### src/rtl/arcane_rr_arbiter.sv
// Round-robin arbiter with lock-until-release ownership and one idle cycle between grants.
// Optional hold timeout compiled in with macro ARCANE_ARB_TIMEOUT_EN.

module arcane_rr_arbiter #(
  parameter int NUM_REQ   = 4,
  parameter int MAX_HOLD  = 64,
  parameter int IDX_WIDTH = (NUM_REQ == 1) ? 1 : $clog2(NUM_REQ)
) (
  input  logic                 clk_i,
  input  logic                 rst_i,
  input  logic [NUM_REQ-1:0]   req_i,
  input  logic                 release_i,
  output logic [NUM_REQ-1:0]   gnt_o,
  output logic [IDX_WIDTH-1:0] gnt_idx_o,
  output logic                 gnt_valid_o,
  output logic                 timeout_o
);

  typedef enum logic [0:0] {
    IDLE   = 1'b0,
    LOCKED = 1'b1
  } state_t;

  state_t               state_r;
  logic [IDX_WIDTH-1:0] rr_ptr_r;
  logic [IDX_WIDTH-1:0] gnt_idx_r;
  logic [NUM_REQ-1:0]   gnt_r;
  logic                 gnt_valid_r;
  logic [IDX_WIDTH-1:0] pick_s;
  logic                 tmo_s;
  logic [IDX_WIDTH-1:0] next_ptr_s;

  // First set request at or after ptr, wrapping from NUM_REQ-1 back to 0.
  function automatic logic [IDX_WIDTH-1:0] rr_pick(input logic [NUM_REQ-1:0]   req,
                                                   input logic [IDX_WIDTH-1:0] ptr);
    logic [IDX_WIDTH-1:0] sel;
    logic [NUM_REQ-1:0]   req_sh;
    logic                 found;
    int                   pos;
    sel   = '0;
    found = 1'b0;
    for (int i = 0; i < NUM_REQ; i++) begin
      pos = int'(ptr) + i;
      if (pos >= NUM_REQ) begin
        pos = pos - NUM_REQ;
      end else begin
        pos = pos;
      end
      req_sh = req >> pos;
      if (!found && req_sh[0]) begin
        sel   = IDX_WIDTH'(pos);
        found = 1'b1;
      end else begin
        sel   = sel;
      end
    end
    return sel;
  endfunction

  function automatic logic [NUM_REQ-1:0] onehot(input logic [IDX_WIDTH-1:0] idx);
    return NUM_REQ'(1'b1) << idx;
  endfunction

`ifdef ARCANE_ARB_TIMEOUT_EN
  logic [15:0] hold_cnt_r;
  logic        timeout_r;

  // Hold limit reached this cycle; a simultaneous release wins and is not a timeout.
  always_comb begin
    tmo_s = 1'b0;
    if ((state_r == LOCKED) && !release_i && (hold_cnt_r == 16'(MAX_HOLD - 1))) begin
      tmo_s = 1'b1;
    end else begin
      tmo_s = 1'b0;
    end
  end

  assign timeout_o = timeout_r;
`else
  // Without the timeout feature the grant is held until release_i.
  always_comb begin
    tmo_s = 1'b0;
  end

  assign timeout_o = 1'b0;
`endif

  // Round-robin search and pointer advance past the current owner.
  always_comb begin
    pick_s     = rr_pick(req_i, rr_ptr_r);
    next_ptr_s = '0;
    if (gnt_idx_r == IDX_WIDTH'(NUM_REQ - 1)) begin
      next_ptr_s = '0;
    end else begin
      next_ptr_s = gnt_idx_r + IDX_WIDTH'(1'b1);
    end
  end

  // Arbitration FSM with registered grant outputs.
  always_ff @(posedge clk_i or posedge rst_i) begin
    if (rst_i) begin
      state_r     <= IDLE;
      rr_ptr_r    <= '0;
      gnt_idx_r   <= '0;
      gnt_r       <= '0;
      gnt_valid_r <= 1'b0;
`ifdef ARCANE_ARB_TIMEOUT_EN
      hold_cnt_r  <= 16'd0;
      timeout_r   <= 1'b0;
`endif
    end else begin
`ifdef ARCANE_ARB_TIMEOUT_EN
      timeout_r <= 1'b0;
`endif
      case (state_r)
        IDLE: begin
          if (|req_i) begin
            state_r     <= LOCKED;
            gnt_idx_r   <= pick_s;
            gnt_r       <= onehot(pick_s);
            gnt_valid_r <= 1'b1;
`ifdef ARCANE_ARB_TIMEOUT_EN
            hold_cnt_r  <= 16'd0;
`endif
          end else begin
            state_r <= IDLE;
          end
        end
        LOCKED: begin
          if (release_i || tmo_s) begin
            state_r     <= IDLE;
            rr_ptr_r    <= next_ptr_s;
            gnt_idx_r   <= '0;
            gnt_r       <= '0;
            gnt_valid_r <= 1'b0;
`ifdef ARCANE_ARB_TIMEOUT_EN
            timeout_r   <= tmo_s;
`endif
          end else begin
            state_r    <= LOCKED;
`ifdef ARCANE_ARB_TIMEOUT_EN
            hold_cnt_r <= hold_cnt_r + 16'd1;
`endif
          end
        end
        default: begin
          state_r     <= IDLE;
          gnt_idx_r   <= '0;
          gnt_r       <= '0;
          gnt_valid_r <= 1'b0;
        end
      endcase
    end
  end

  assign gnt_o       = gnt_r;
  assign gnt_idx_o   = gnt_idx_r;
  assign gnt_valid_o = gnt_valid_r;

`ifndef SYNTHESIS
  arcane_rr_arbiter_chk #(
    .NUM_REQ  (NUM_REQ),
    .MAX_HOLD (MAX_HOLD)
  ) u_chk (
    .clk       (clk_i),
    .rst       (rst_i),
    .gnt       (gnt_r),
    .gnt_valid (gnt_valid_r)
  );
`endif

endmodule

// Simulation-only property checks on the grant vector.
module arcane_rr_arbiter_chk #(
  parameter int NUM_REQ  = 4,
  parameter int MAX_HOLD = 64
) (
  input logic               clk,
  input logic               rst,
  input logic [NUM_REQ-1:0] gnt,
  input logic               gnt_valid
);

  a_param_range : assert property (@(posedge clk)
    (NUM_REQ >= 1) && (NUM_REQ <= 16) && (MAX_HOLD >= 1) && (MAX_HOLD <= 65535));

  a_gnt_onehot0 : assert property (@(posedge clk) disable iff (rst) $onehot0(gnt));

  a_gnt_when_valid : assert property (@(posedge clk) disable iff (rst)
    gnt_valid |-> (gnt != '0));

endmodule

### config.mk
export PLATFORM = sky130hd
export DESIGN_NAME = arcane_rr_arbiter
export DESIGN_NICKNAME = d
export VERILOG_FILES = /design/src/rtl/arcane_rr_arbiter.sv
export SDC_FILE = /design/constraint.sdc
export NUM_CORES = 1
export LEC_CHECK = 0
export CAP_MARGIN = 5
export CORE_MARGIN = 2
export CORE_UTILIZATION = 48
export DETAILED_ROUTE_END_ITERATION = 10
export PLACE_DENSITY = 0.79
export SETUP_SLACK_MARGIN = 0.2
export SYNTH_ARGS = -nofsm -noshare
export SYNTH_HDL_FRONTEND = slang
export SYNTH_SLANG_ARGS = --single-unit
### constraint.sdc
create_clock -name clk_i -period 2.44 [get_ports clk_i]
set_input_delay 0.488 -clock clk_i [delete_from_list [all_inputs] [get_ports clk_i]]
set_output_delay 0.488 -clock clk_i [all_outputs]
set_load 0.01 [all_outputs]
==> summary.md <==
| Metric | Value |
|---|---|
| Outcome | `finished clean` |
| Hold Vio Cnt, Final | `0` |
| Worst VDD drop | `0.0005359 V` |
| Dpl cells | `95` |
| Initial antenna violation count | `0` |
| Starting DRC count in detailed routing | `14` |
| Power density cells | `948.1 mW/mm2` |
| Seq/Total Area, Yosys | `36.10%` |
| Met1 Use GR | `27.27%` |
| Critical-path cell list | `clkdlybuf4s50_1 > mux4_2 > a2111o_1 > and3_1 > a22o_1` |
| Maximum fanout along the worst path | `7` |
| GRT met2 Usage | `30.00%` |
| Lkg Pwr | `0.4172 nW` |
| Starting density of the core | `52.61%` |
| Max-cap check violation count | `0` |
| Drt first pass iters | `4` |
| Final setup fails | `0` |
| #FFs+latches synth | `10` |
| Final period util | `87.47%` |
| Post-route DRC | `0` |
| CTS sink cnt | `10` |
| Final wirelength | `1477 um` |
| Synth cell types | `35` |
| Core area | `0.001318 mm2` |
| Root Driver | `clkbuf_4` |
| Total GRT Usage | `20.27%` |
| Pin count of the biggest net entering global routing | `13` |
| CTS tree | `done` |
| Clk buf depth | `2` |
| WS Path Type | `in2reg` |
| Share of layout cells above drive strength 1 | `16.87%` |
| Req. time, crit path | `2.58 ns` |
| # rows | `13` |
| F_max | `468.6 MHz` |
| Die area | `0.001764 mm2` |
| Min Hold Slack | `0.4995 ns` |
| Worst Path Arrival | `2.28 ns` |
| Vias in the first global route | `614` |
| Detailed Place HPWL | `1148 um` |
| Min Tclk post-route | `2.134 ns` |
| Port Buffers | `13` |
| Ant diodes | `0` |
| CTS Buf Count | `3` |
| Largest stage delay on the critical path | `0.52 ns` |
| Ys async rst share | `100.0%` |
| Mean Syn Cell Area | `10.50 um2` |
| GRT met3 Usage | `5.603%` |
| First-pass GRT wire length | `2725 um` |
| Final #Nets | `96` |
| Syn_nets | `77` |
| EDFF count, synth | `0` |
| Vias after detailed routing | `598` |
| GPL Wtd Cong | `0.8069` |
| Non-Filler Instances | `98` |
| Reg clk slew, reported paths | `0.06 ns` |
| Die Wd | `42 um` |
| Fin. max-slew vios | `0` |
| CP endpoint kind | `flip-flop` |
| Ys flop type | `dfrtp_1` |
| GRT busiest layer | `met2` |
| Die H | `42 um` |
| Cell count after synthesis | `66` |
| RSZ-0062 raised after global routing | `no` |
| Ys Warns | `0` |
| Slowest-stage cell, CP | `mux4_2` |
| Syn Std Cell Area | `693.2 um2` |
| I/O pin count | `15` |
| Min-delay worst type | `in2async` |
| DR WL/cell | `15.07 um` |
| Worst skew pair latency | `0.25 ns` |
| CTS HTree Levels | `1` |
| Hold_buf cts | `0` |
| Area growth syn-to-layout | `25.99%` |
| Layout Skew | `0.003179 ns` |
| Routed Antenna Nets | `0` |
| Crit path launch type | `primary input` |
| Drt via density | `6.102` |
| Overflow after GRT | `0` |
synthesized netlist by cell type, types with 2 or more instances:
library cell	n	area (um2)
inv_1	5	18.77
a22o_1	6	52.55
mux2_2	3	33.78
a21oi_1	2	10.01
nor2b_1	2	12.51
ha_1	4	50.05
nand2_1	3	11.26
nor2_1	3	11.26
dfrtp_1	10	250.2
o21ai_0	3	15.01
logic make-up (layout without fill, tap and decap cells):
logic type | count (synthesis) | after routing | share of synthesized area (%)
AO/OA/AOI/OAI | 23 | 23 | 26.90
adder cells (fa/ha/maj) | 4 | 4 | 7.221
buffers and inverters | 7 | 24 | 5.416
flip-flops | 10 | 10 | 36.10
multiplexers | 6 | 6 | 11.73
other | 1 | 1 | 0.5410
AND/OR/NAND/NOR | 15 | 15 | 12.10
per-layer routing:
metal	up-vias	routed length, um
met1	286	695
met2	18	714
met4	0	8
li1	292	-
met5	-	0
met3	2	60
critical path, delay by kind of cell:
kind	cells	cell delay (ns)
AND/OR/NAND/NOR	1	0.20
multiplexers	1	0.52
buffers and inverters	1	0.50
AO/OA/AOI/OAI	2	0.57
cell usage in the layout (no fill, tap or decap), types with 3 or more instances in the layout:
| cell | instances |
|---|---|
| a22o_1 | 6 |
| buf_4 | 3 |
| clkbuf_4 | 3 |
| clkdlybuf4s50_1 | 11 |
| dfrtp_1 | 10 |
| ha_1 | 4 |
| inv_1 | 5 |
| mux2_2 | 3 |
| nand2_1 | 3 |
| nor2_1 | 3 |
| o21ai_0 | 3 |
state kept, by name, indices dropped and copies added, names as in the netlist:
register / cells
gnt_valid_o: 1
gnt_idx_o: 2
gnt_o: 4
rr_ptr_r: 2
state_r: 1
final timing paths:
path / from / slack, ns / to / depth (start not counted)
worst min register to register: gnt_o[3]$_DFFE_PP0P_ / 0.51 / gnt_o[3]$_DFFE_PP0P_ / 1
worst min-delay path: rst_i / 0.50 / gnt_o[0]$_DFFE_PP0P_ / 2
worst max register to register: rr_ptr_r[1]$_DFFE_PP0P_ / 0.32 / gnt_o[1]$_DFFE_PP0P_ / 6
worst max-delay path: req_i[1] / 0.31 / gnt_o[1]$_DFFE_PP0P_ / 5
min in group clk_i: gnt_o[3]$_DFFE_PP0P_ / 0.51 / gnt_o[3]$_DFFE_PP0P_ / 1
max in group asynchronous: rst_i / 1.67 / rr_ptr_r[0]$_DFFE_PP0P_ / 2
report_power, final:
part           total, mW  switching (mW)  internal (mW)
Clock              0.106          0.0496         0.0566
Sequential         0.247          0.0327          0.214
Combinational      0.475           0.233          0.242
Total              0.828           0.315          0.513
final cells by class:
class,count,area (um2)
multi-input cells,49,405.4
repair buffers,16,157.7
well taps,15,18.77
flip-flops and latches,10,250.2
fillers,117,444.2
inverters,5,18.77
clock buffers,3,22.52
per-stage QoR:
stage	total power, mW	instance area (um2)	TNS, ns	worst slack (ns)	util, %
floorplan	0.5587	693.2	0	0.3130	-
global placement	0.7045	845.8	0	0.06325	64.20
detailed placement	0.7189	845.8	-0.005575	-0.005575	64.20
CTS	0.8325	868.3	0	0.2601	65.91
global route	0.8964	873.3	0	0.2235	66.29
finish	0.8280	873.3	0	0.3058	66.29
what timing repair did:
| action | in CTS | in global routing |
|---|---|---|
| setup buffers | 0 | 0 |
| gates resized for setup | 0 | 2 |
| endpoints found under the setup margin | 0 | 2 |
(Power assumes the default switching activity.)
